`config.mk`:
```
export PLATFORM = sky130hd
export DESIGN_NAME = cdb_arbiter
export DESIGN_NICKNAME = d
export VERILOG_FILES = /design/src/rtl/cdb_arbiter.sv
export SDC_FILE = /design/constraint.sdc
export NUM_CORES = 1
export LEC_CHECK = 0
export CELL_PAD_IN_SITES_DETAIL_PLACEMENT = 1
export CELL_PAD_IN_SITES_GLOBAL_PLACEMENT = 2
export CORE_MARGIN = 5
export CORE_UTILIZATION = 40
export CTS_BUF_LIST = sky130_fd_sc_hd__clkbuf_4
export CTS_CLUSTER_DIAMETER = 60
export DETAILED_ROUTE_END_ITERATION = 16
export MAX_ROUTING_LAYER = met4
export PLACE_DENSITY = 0.85
export SKIP_LAST_GASP = 1
export SYNTH_ARGS = -nofsm -noshare
export SYNTH_HDL_FRONTEND = slang
export SYNTH_SLANG_ARGS = --single-unit
```
`constraint.sdc`:
```
create_clock -name clk -period 7.6 [get_ports clk]
set_clock_uncertainty 0.15 [all_clocks]
set_input_delay 1.9 -clock clk [delete_from_list [all_inputs] [get_ports clk]]
set_output_delay 1.9 -clock clk [all_outputs]
set_load 0.005 [all_outputs]
```
`src/rtl/cdb_arbiter.sv`:
```
// CDB transmit arbiter: per-unit FIFOs feed a round-robin grant; strobe 2 edges after accept, one pulse per 2 cycles.
// Backpressure via registered per-unit ready (!full). Optional `CDB_HOLD_EN adds in_CDB_hold to freeze grants.

module cdb_fifo #(
  parameter int W     = 37,
  parameter int DEPTH = 2
) (
  input  logic         clk,
  input  logic         rst,
  input  logic         push,
  input  logic         pop,
  input  logic [W-1:0] wdat,
  output logic [W-1:0] rdat,
  output logic         empty,
  output logic         rdy
);
  localparam int AW = (DEPTH > 1) ? $clog2(DEPTH) : 1;

  logic [W-1:0]  mem_q [DEPTH];
  logic [AW-1:0] wr_ptr_q, wr_ptr_d, rd_ptr_q, rd_ptr_d;
  logic [AW:0]   cnt_q, cnt_d;
  logic          rdy_q, rdy_d;

  always_comb begin
    wr_ptr_d = push ? wr_ptr_q + AW'(1) : wr_ptr_q;
    rd_ptr_d = pop  ? rd_ptr_q + AW'(1) : rd_ptr_q;
    cnt_d    = cnt_q;
    if (push && !pop)      cnt_d = cnt_q + (AW+1)'(1);
    else if (pop && !push) cnt_d = cnt_q - (AW+1)'(1);
    // ready reflects the post-edge occupancy so a full FIFO stays closed while it drains
    rdy_d    = (cnt_d != (AW+1)'(DEPTH));
  end

  always_ff @(posedge clk) begin
    if (rst) begin
      wr_ptr_q <= '0;
      rd_ptr_q <= '0;
      cnt_q    <= '0;
      rdy_q    <= 1'b0;
    end else begin
      wr_ptr_q <= wr_ptr_d;
      rd_ptr_q <= rd_ptr_d;
      cnt_q    <= cnt_d;
      rdy_q    <= rdy_d;
    end
  end

  always_ff @(posedge clk) begin
    if (push) mem_q[wr_ptr_q] <= wdat;
  end

  assign rdat  = mem_q[rd_ptr_q];
  assign empty = (cnt_q == '0);
  assign rdy   = rdy_q;
endmodule

module cdb_arbiter #(
  parameter int               NUM_UNITS   = 4,
  parameter int               TAG_W       = 5,
  parameter int               DATA_W      = 32,
  parameter int               FIFO_DEPTH  = 2,
  parameter logic [TAG_W-1:0] INVALID_TAG = {TAG_W{1'b1}}
) (
  input  logic                        clk,
  input  logic                        rst,
`ifdef CDB_HOLD_EN
  input  logic                        in_CDB_hold,
`endif
  input  logic [NUM_UNITS-1:0]        in_unit_valid,
  input  logic [NUM_UNITS*TAG_W-1:0]  in_unit_tag,
  input  logic [NUM_UNITS*DATA_W-1:0] in_unit_val,
  output logic [NUM_UNITS-1:0]        out_unit_ready,
  output logic                        out_CDB_broadcast,
  output logic [TAG_W-1:0]            out_CDB_tag,
  output logic [DATA_W-1:0]           out_CDB_val,
  output logic [7:0]                  out_drop_cnt
);
  localparam int PTR_W = (NUM_UNITS > 1) ? $clog2(NUM_UNITS) : 1;

  typedef struct packed {
    logic [TAG_W-1:0]  tag;
    logic [DATA_W-1:0] val;
  } cdb_ent_t;

  typedef enum logic {ARB, BCAST} state_t;

  cdb_ent_t             unit_ent [NUM_UNITS];
  cdb_ent_t             head_ent [NUM_UNITS];
  logic [NUM_UNITS-1:0] push, pop, empty, drop;
  logic                 hold;

  state_t               state_q, state_d;
  logic [PTR_W-1:0]     ptr_q, ptr_d, grant_idx, cand;
  logic                 grant_vld, grant_fire;
  logic                 bcast_q, bcast_d;
  logic [TAG_W-1:0]     tag_q, tag_d;
  logic [DATA_W-1:0]    val_q, val_d;
  logic [7:0]           drop_cnt_q, drop_cnt_d;
  int                   idx;

`ifdef CDB_HOLD_EN
  assign hold = in_CDB_hold;
`else
  assign hold = 1'b0;
`endif

  for (genvar i = 0; i < NUM_UNITS; i++) begin : g_unit
    assign unit_ent[i] = {in_unit_tag[i*TAG_W +: TAG_W], in_unit_val[i*DATA_W +: DATA_W]};
    assign drop[i]     = in_unit_valid[i] & out_unit_ready[i] & (unit_ent[i].tag == INVALID_TAG);
    assign push[i]     = in_unit_valid[i] & out_unit_ready[i] & (unit_ent[i].tag != INVALID_TAG);
    assign pop[i]      = grant_fire & (grant_idx == PTR_W'(i));

    cdb_fifo #(
      .W     ($bits(cdb_ent_t)),
      .DEPTH (FIFO_DEPTH)
    ) u_fifo (
      .clk   (clk),
      .rst   (rst),
      .push  (push[i]),
      .pop   (pop[i]),
      .wdat  (unit_ent[i]),
      .rdat  (head_ent[i]),
      .empty (empty[i]),
      .rdy   (out_unit_ready[i])
    );
  end

  // Search starts just after the last granted unit; occupancy is pre-edge, so no bypass.
  always_comb begin
    grant_vld = 1'b0;
    grant_idx = '0;
    cand      = '0;
    idx       = 0;
    for (int off = 1; off <= NUM_UNITS; off++) begin
      idx = int'(ptr_q) + off;
      if (idx >= NUM_UNITS) idx = idx - NUM_UNITS;
      cand = PTR_W'(idx);
      if (!grant_vld && !empty[cand]) begin
        grant_vld = 1'b1;
        grant_idx = cand;
      end
    end
  end

  assign grant_fire = (state_q == ARB) && !hold && grant_vld;

  always_comb begin
    state_d    = state_q;
    ptr_d      = ptr_q;
    bcast_d    = 1'b0;
    tag_d      = tag_q;
    val_d      = val_q;
    drop_cnt_d = drop_cnt_q;
    case (state_q)
      ARB: begin
        if (grant_fire) begin
          state_d = BCAST;
          ptr_d   = grant_idx;
          bcast_d = 1'b1;
          tag_d   = head_ent[grant_idx].tag;
          val_d   = head_ent[grant_idx].val;
        end
      end
      BCAST:   state_d = ARB;
      default: state_d = ARB;
    endcase
    for (int i = 0; i < NUM_UNITS; i++) begin
      if (drop[i] && drop_cnt_d != 8'hFF) drop_cnt_d = drop_cnt_d + 8'd1;
    end
  end

  always_ff @(posedge clk) begin
    if (rst) begin
      state_q    <= ARB;
      ptr_q      <= PTR_W'(NUM_UNITS - 1);
      bcast_q    <= 1'b0;
      tag_q      <= INVALID_TAG;
      val_q      <= '0;
      drop_cnt_q <= '0;
    end else begin
      state_q    <= state_d;
      ptr_q      <= ptr_d;
      bcast_q    <= bcast_d;
      tag_q      <= tag_d;
      val_q      <= val_d;
      drop_cnt_q <= drop_cnt_d;
    end
  end

  assign out_CDB_broadcast = bcast_q;
  assign out_CDB_tag       = tag_q;
  assign out_CDB_val       = val_q;
  assign out_drop_cnt      = drop_cnt_q;
endmodule

```
* Word level (Yosys, flattened, before mapping)
Memory sizes are Yosys's and may differ from the RTL's. A register that Yosys moved wholly into a read port is not among the register bits. Cells that the tools add are included.
Word-level totals: register bits after elaboration 69, bits in writable memories 296, output and inout port bits 50, word-level logic and storage cells 189, memories kept 4
Operators by class: $add $sub $neg 28, magnitude comparators 9, equality and inequality tests 19, muxes and demuxes 53, bitwise operators 18, reduce and logical (&&, ||, !) cells 36
Memories:
- g_unit[0].u_fifo.mem_q | depth 2, width 37, read ports 1, clocked after memory_dff 1, wr ports 1, RTL line 19 | logic [W-1:0] mem_q [DEPTH];
- g_unit[1].u_fifo.mem_q | depth 2, width 37, read ports 1, clocked after memory_dff 1, wr ports 1, RTL line 19
- g_unit[2].u_fifo.mem_q | depth 2, width 37, read ports 1, clocked after memory_dff 1, wr ports 1, RTL line 19
- g_unit[3].u_fifo.mem_q | depth 2, width 37, read ports 1, clocked after memory_dff 1, wr ports 1, RTL line 19
Operators by type and width (number):
- binary-select mux 37 bit (select 2 bit) | 1
- 2-to-1 mux 37 bit | 2
- adder 8 x 1 -> 8 bit (second input constant) | 4
- 2-to-1 mux 2 bit | 16
- 2-to-1 mux 8 bit | 4
- inequality test 8 bit (second input constant) | 4
- 2-to-1 mux 1 bit | 25
- equality test 5 bit (second input constant) | 4
- inequality test 5 bit (second input constant) | 4
- bitwise AND 1 bit | 16
- logical AND 1 bit | 16
- subtractor 2 x 1 -> 2 bit (second input constant) | 8
- logical NOT 1 bit | 13
- >= comparator 3 bit (second input constant) | 4
- less-than comparator 2 x 3 -> 1 bit (second input constant) | 4
- logical NOT 2 bit | 5
- adder 1 bit (second input constant) | 8
- adder 2 x 1 -> 2 bit (second input constant) | 4
- binary-select mux 1 bit (select 2 bit) | 4
- inequality test 2 bit (second input constant) | 4
- adder 2 x 2 -> 3 bit (second input constant) | 2
- adder 2 x 3 -> 4 bit (second input constant) | 1
- equality test 2 bit (second input constant) | 2
- >= comparator 4 x 3 -> 1 bit (second input constant) | 1
- other kinds (7) | 7

* Longest topological paths before layout
Gate-level depths: netlist of run 1.
depth after elaboration 20, depth in mapped cells 24

* Hierarchy
Synthesis of run 1 repeated with hierarchy kept, for this count alone.
Second synthesis, totals: cell total of the unflattened synthesis 1089, area total of the unflattened synthesis 15765.1 µm²
Modules (own cells, without submodules):
- cdb_fifo | times used 4, cells an instance 146, area each 2966.6 µm², seq. area each 2342.2 µm²
- cdb_arbiter | times used 1, cells an instance 505, area each 3898.7 µm², seq. area each 960.9 µm²

* Least setup slack after synthesis of run 1
OpenSTA, ideal clock, no wires.
path kind input -> register, start point input port in_unit_tag[4], end point register drop_cnt_q[2] (netlist: out_drop_cnt[2]), library setup time 0.095 ns, data arrival time 5.911 ns, required time 7.355 ns, path slack 1.444 ns, stages 21, path buffers 2, cell sequence nand4_2 -> or2_1 -> buf_6 -> nor2_2 -> xnor2_2 -> inv_1 -> ha_1 -> o2111ai_1 -> and2_1 -> buf_2 -> o31a_2 -> xnor2_4 -> ha_1 -> nand2_1 -> a21oi_1 -> o211ai_1 -> xor2_1 -> a31oi_2 -> xnor2_1 -> or4b_1 -> o311ai_1
Between the ends: longest elaborated chain between the ends 13, elaborated cells on any way between the ends 16
RTL lines:
- start, declared | RTL line 70 | input logic [NUM_UNITS*TAG_W-1:0] in_unit_tag,
- equality test 5 bit (*) | RTL line 109 | assign drop[i] = in_unit_valid[i] & out_unit_ready[i] & (unit_ent[i].tag == INVALID_TAG);
- bitwise AND 1 bit (*) | RTL line 109
- logical AND 1 bit (*) | RTL line 168 | if (drop[i] && drop_cnt_d != 8'hFF) drop_cnt_d = drop_cnt_d + 8'd1;
- 2-to-1 mux 8 bit (*) | RTL line 168
- parallel branches: the longest is 2 deep, another holds adder 8 x 1 -> 8 bit
- 2-to-1 mux 8 bit (*) | RTL line 168
- parallel branches: the longest is 2 deep, another holds adder 8 x 1 -> 8 bit
- 2-to-1 mux 8 bit (*) | RTL line 168
- parallel branches: the longest is 2 deep, another holds adder 8 x 1 -> 8 bit
- 2-to-1 mux 8 bit (*) | RTL line 168
- end signal, assigned | RTL line 186 | drop_cnt_q <= drop_cnt_d;
- end, declared | RTL line 98 | logic [7:0] drop_cnt_q, drop_cnt_d;
Every way passes the cells marked *. A chain may end at the register's enable or synchronous reset.

* Worst setup path after layout of run 1
start point input port in_unit_tag[3], end point register drop_cnt_q[2] (netlist: out_drop_cnt[2])
Same word-level chain as after synthesis.

==> reports/metrics.csv, run 1 <==
metric,value,unit
sum of negative setup slack,0,ps
mean area per synthesized cell,13.23,um^2
Synth async-reset ratio,0,
# clock sinks,368,
Port Buffers,203,
final hold violation count,0,
post-CTS sizing,0,
die height,207.6,um
num ports,204,
Pre-antenna DRT Iters,4,
Vias/cell,5.346,
Worst setup EP type,flop,
DRT iter0 DRCs,593,
status,completed,
ys flop type,edfxtp_1,
Layout Cell Area excl Fill,19490,um^2
fmax,149.9,MHz
HP Start,g_unit[2].u_fifo.cnt_q[0],
Synth area leader,edfxtp_1,
mapped cell area,15620,um^2
Max Fanout on Critical Path,7,
max_cap viols,0,
grt total ovfl,0,
Synth top area share,0.5689,
synth warn,0,
final setup vio count,0,
post-synthesis sequential area ratio,0.6611,
Routed WL,44.91,mm
Final ANT Viol Nets,0,
dpl hpwl,29.43,mm
Tcrit/Tclk final,0.8780,
fraction of layout cells with a size suffix above 1,0.1456,
worst r2r path cells,20,
Crit Path Category,primary input to flop,
Layout Nets,1586,
Worst Tran Pin Value,1153,ps
CP Launch Type,primary input,
CTS H-tree depth,3,
first-pass GRT wire length,69.01,mm
r2r endpoint,out_drop_cnt[2],
vias,10863,
CP Data Required Time,8100,ps
"commonest cells after routing, fill and taps aside","296 x edfxtp_1, 202 x clkdlybuf4s50_1, 155 x clkbuf_4",
Synth area leaders,"edfxtp_1 57%, dfxtp_1 9.2%, mux2i_1 7.3%",
Area after DPL,18170,um^2
worst-skew pair later-pin latency,780,ps
Critical path origin,in_unit_tag[3],
# hold bufs at CTS,0,
gp weighted congestion,0.8490,
Starting Density,0.4043,
Critical Path AT,7170,ps
Slew Limit Headroom,0.2301,
drt wl/cell,22.10,um
Root Driver,clkbuf_4,
vias in the first global route,11800,
# rows,72,
Pleak,0.006501,uW
Clock Path Buffers,3,
Die Footprint,43110,um^2
# DRC,0,
Netlist cell types,76,
Area growth syn-to-layout,24.73,%
Core ar.,38650,um^2
initial antenna violation count,10,
Critical Path End,out_drop_cnt[2],
fin. max-slew vios,0,
Power Total,6905,uW
Cells after Synth,1181,
CTS buffer count,98,
final cell utilization of the core,0.5043,
"commonest non-fill, non-tap cell in the layout",edfxtp_1,
Yosys reg bits,368,
Post-synth EDFFs,296,
crit path time final,6673,ps
clock slew at reported path FFs,60,ps
Post-CTS Setup Bufs,0,
CTS tree,yes,
largest net degree at the start of global routing,73,
P per Cell Area,354.3,nW/um^2
GR Util All Layers,0.2105,
Die X-Extent,207.6,um
worst min path class,flop to flop,
FF-to-FF Start,out_drop_cnt[0],
RSZ-0062 raised after global routing,no,
peak supply drop,260.4,uV
syn nets,1342,
flop2flop setup slack,1710,ps
synthesized netlist by cell type (5+ instances only):
cell type  count
o21ai_0       18
nand3_1       20
a211oi_1      90
nor3_1        51
dfxtp_1       72
buf_4          6
xor2_1         8
inv_1         17
and3_1         7
xnor2_1       17
nor2b_1       44
buf_2          5
clkbuf_1      54
nand4_1        7
buf_1         10
nor2_1        81
a31oi_1        5
a21oi_1       20
ha_1           7
edfxtp_1     296
a311oi_1      36
nand2_1      104
mux2i_1      114
and2_1        10
metal layers:
layer	global-route usage	vias to the layer above	wire length (um)
li1	-	5064	-
met1	0.2625	5434	19710
met2	0.3477	290	22140
met3	0.04791	75	2233
met4	0.05912	0	824
met5	-	-	0
report_power, final:
group | internal, uW | leakage (uW) | total (uW) | switching, uW
combinational | 902 | 0.00241 | 2490 | 1590
sequential | 2490 | 0.00331 | 2640 | 150
clock | 957 | 0.000782 | 1770 | 815
kinds of logic (layout without fill, tap and decap cells):
kind of cell | count (synthesis) | in the layout | synth area share
and+or+nand+nor | 353 | 353 | 0.1115
adders and majority gates | 8 | 8 | 0.006246
other | 0 | 10 | 0
muxes | 116 | 116 | 0.07447
DFF | 368 | 368 | 0.6611
buffers and inverters | 93 | 416 | 0.02466
AOI/OAI and AO/OA | 216 | 216 | 0.1052
xor gates and xnor gates | 27 | 27 | 0.01682
area by class of cell:
type	count	area, um^2
Tap cell	518	648.1
Timing Repair Buffer	220	2155
Multi-Input combinational cell	720	4972
Fill cell	3954	19160
Clock buffer	155	1164
Sequential cell	368	10330
Antenna cell	10	25.02
Clock inverter	24	126.4
Inverter	17	63.81
sequential cells by signal (all words and copies together) (netlist names), named ones only:
| name | flops |
|---|---|
| out_CDB_val | 32 |
| out_drop_cnt | 8 |
| out_CDB_tag | 5 |
| state_q | 1 |
| g_unit.u_fifo.rdy | 4 |
| g_unit.u_fifo.rd_ptr_q | 4 |
| ptr_q | 2 |
| g_unit.u_fifo.wr_ptr_q | 4 |
| g_unit.u_fifo.cnt_q | 8 |
| g_unit.u_fifo.mem_q | 296 |
through the flow:
stage               cells  setup slack [ps]  hold slack, ps
detailed placement   1843             201.0           280.8
CTS                  2022              1044           291.5
global route         2032             677.0           318.4
finish               2032             927.0           292.1
global placement     1843             460.3           267.8
floorplan            1181              1444           253.7
critical path, cell delays in order:
cell	delay, ps
clkdlybuf4s50_1	570
nand4_2	170
or2_1	390
nor2_2	300
xnor2_2	170
inv_1	110
ha_1	210
o2111ai_1	140
and2_1	260
o31a_2	400
xnor2_4	290
ha_1	290
nand2_1	90
a21oi_1	340
o211ai_1	170
xor2_1	420
a31oi_2	180
xnor2_1	170
or4b_1	480
o311ai_1	90
how the worst min path moves through the flow:
stage,endpoint,slack [ps],depth (start not counted)
2_1_floorplan,g_unit[2].u_fifo.rdy,250,1
3_3_place_gp,g_unit[2].u_fifo.rdy,270,1
3_5_place_dp,g_unit[2].u_fifo.rdy,280,1
4_1_cts,g_unit[2].u_fifo.rdy,290,1
5_1_grt,g_unit[2].u_fifo.rdy,320,1
6_report,g_unit[2].u_fifo.rdy,290,1
Note: power is estimated with default switching activity, not from simulation.
==> inputs of run 2 (changes only) <==
--- a/config.mk
+++ b/config.mk
@@ -13,7 +13,7 @@
 export CTS_CLUSTER_DIAMETER = 60
 export DETAILED_ROUTE_END_ITERATION = 16
 export MAX_ROUTING_LAYER = met4
-export PLACE_DENSITY = 0.85
+export PLACE_DENSITY_LB_ADDON = 0.05
 export SKIP_LAST_GASP = 1
 export SYNTH_ARGS = -nofsm -noshare
 export SYNTH_HDL_FRONTEND = slang
==> run 2 against run 1 <==
Effect of this change:
- cell area decreased by 0.15%
- hold slack better by 8.6 ps
- worst setup slack improved by 110 ps
- register-to-register slack hardly changed
- sequential cell count is the same
- die area did not move
- critical path type unchanged
- critical endpoint unchanged
- largest power group unchanged
- highest routed layer unchanged
==> reports/metrics.csv, run 2 (same netlist as run 1, synthesis figures left out) <==
metric,value,unit,change
status,completed,,
peak supply drop,277.2,uV,+6.5%
Pre-antenna DRT Iters,5,,+1
DRT iter0 DRCs,496,,-16%
Starting Density,0.4043,,unchanged
largest net degree at the start of global routing,82,,+12%
# placed instances,1845,,+0.11%
Layout Nets,1586,,unchanged
CP Launch Type,primary input,,
fin. max-slew vios,0,,unchanged
worst hold margin,300.7,ps,+8.567 ps
flop2flop setup slack,1700,ps,about the same
fmax,152.3,MHz,+1.6%
Area growth syn-to-layout,24.54,%,
Layout Cell Area excl Fill,19460,um^2,-0.15%
# hold bufs at CTS,0,,unchanged
RSZ-0062 raised after global routing,no,,
CTS H-tree depth,3,,unchanged
CTS tree,yes,,
fraction of layout cells with a size suffix above 1,0.1394,,-0.006169
worst min path class,flop to flop,,
max_cap viols,0,,unchanged
crit path time final,6567,ps,-106.0 ps
final hold violation count,0,,unchanged
vias in the first global route,11337,,-3.9%
Die X-Extent,207.6,um,unchanged
num ports,204,,unchanged
Worst setup EP type,flop,,
post-CTS sizing,0,,unchanged
dpl hpwl,29.55,mm,+0.40%
Die Footprint,43110,um^2,unchanged
Port Buffers,203,,unchanged
clock slew at reported path FFs,70,ps,about the same
grt total ovfl,0,,unchanged
Worst Tran Pin Value,1004,ps,-148.4 ps
# DRC,0,,unchanged
register name with the most flops,g_unit.u_fifo.mem_q,,
Post-CTS Setup Bufs,0,,unchanged
CP Data Required Time,8110,ps,about the same
Root Driver,clkbuf_4,,
Final ANT Viol Nets,0,,unchanged
final setup vio count,0,,unchanged
vias,10830,,-0.30%
# clock sinks,368,,unchanged
Clock Path Buffers,3,,unchanged
P per Cell Area,353.3,nW/um^2,-0.27%
gp weighted congestion,0.8237,,-3.0%
# rows,72,,unchanged
CTS buffer count,96,,-2.0%
Core ar.,38650,um^2,unchanged
"commonest cells after routing, fill and taps aside","296 x edfxtp_1, 202 x clkdlybuf4s50_1, 140 x clkbuf_4",,
max reg flops,296,,unchanged
initial antenna violation count,4,,-6
Max Fanout on Critical Path,7,,unchanged
Routed WL,45.39,mm,+1.1%
Tcrit/Tclk final,0.8641,,-0.01394
sum of negative setup slack,0,ps,unchanged
worst-skew pair later-pin latency,760,ps,-20 ps
Pleak,0.006481,uW,-0.31%
"commonest non-fill, non-tap cell in the layout",edfxtp_1,,
Vias/cell,5.340,,-0.11%
Slew Limit Headroom,0.3306,,+0.1006
Crit Path Category,primary input to flop,,
drt wl/cell,22.38,um,+1.3%
die height,207.6,um,unchanged
Area after DPL,18200,um^2,+0.14%
Final Non-Filler Cells,2028,,-0.20%
final cell utilization of the core,0.5035,,-0.0007770
Critical Path AT,7080,ps,-90 ps
GR Util All Layers,0.2121,,+0.001604
first-pass GRT wire length,68.63,mm,-0.54%
## run 2: final timing paths
check                                 start  cells past startpoint                    to
hold / removal    g_unit[2].u_fifo.cnt_q[0]                      1  g_unit[2].u_fifo.rdy
setup reg to reg            out_drop_cnt[0]                     20       out_drop_cnt[2]
setup / recovery             in_unit_tag[3]                     20       out_drop_cnt[2]
hold reg to reg   g_unit[2].u_fifo.cnt_q[0]                      1  g_unit[2].u_fifo.rdy
## run 2: routing by layer
| layer | part of all wire | vias to the layer above | GRT usage |
|---|---|---|---|
| met5 | 0 | - | - |
| met3 | 0.044 | 50 | 0.04458 |
| met1 | 0.47 | 5447 | 0.2809 |
| met4 | 0.015 | 0 | 0.06002 |
| met2 | 0.47 | 263 | 0.3340 |
| li1 | - | 5070 | - |
## run 2: area by class of cell
| class | count | area (um^2) |
|---|---|---|
| clock inverters | 39 | 198.9 |
| diodes | 4 | 10.01 |
| well taps | 518 | 648.1 |
| flip-flops and latches | 368 | 10330 |
| repair buffers | 222 | 2170 |
| fillers | 3959 | 19190 |
| clock buffers | 140 | 1051 |
| inverters | 17 | 63.81 |
| multi-input cells | 720 | 4982 |
## run 2: power breakdown
part           leakage (uW)  switching (uW)  internal (uW)
clock network      0.000748             825            889
registers           0.00331             152           2490
logic               0.00243            1610            910
## run 2: worst max-delay path: stages
cell and delay, ps:
clkdlybuf4s50_1 570, nand4_2 160, or2_1 390, nor2_2 300, xnor2_2 170, inv_1 120, ha_1 220, o2111ai_1 140
and2_1 270, o31a_2 410, xnor2_4 270, ha_1 270, nand2_1 90, a21oi_1 310, o211ai_1 170, xor2_1 420
a31oi_2 170, xnor2_1 160, or4b_1 460, o311ai_1 80
## run 2: stage by stage
step	total power (uW)	worst slack (ps)
CTS	6981	1094
finish	6876	1033
floorplan	4213	1444
global route	7323	777.0
global placement	5170	408.7
detailed placement	5227	228.1
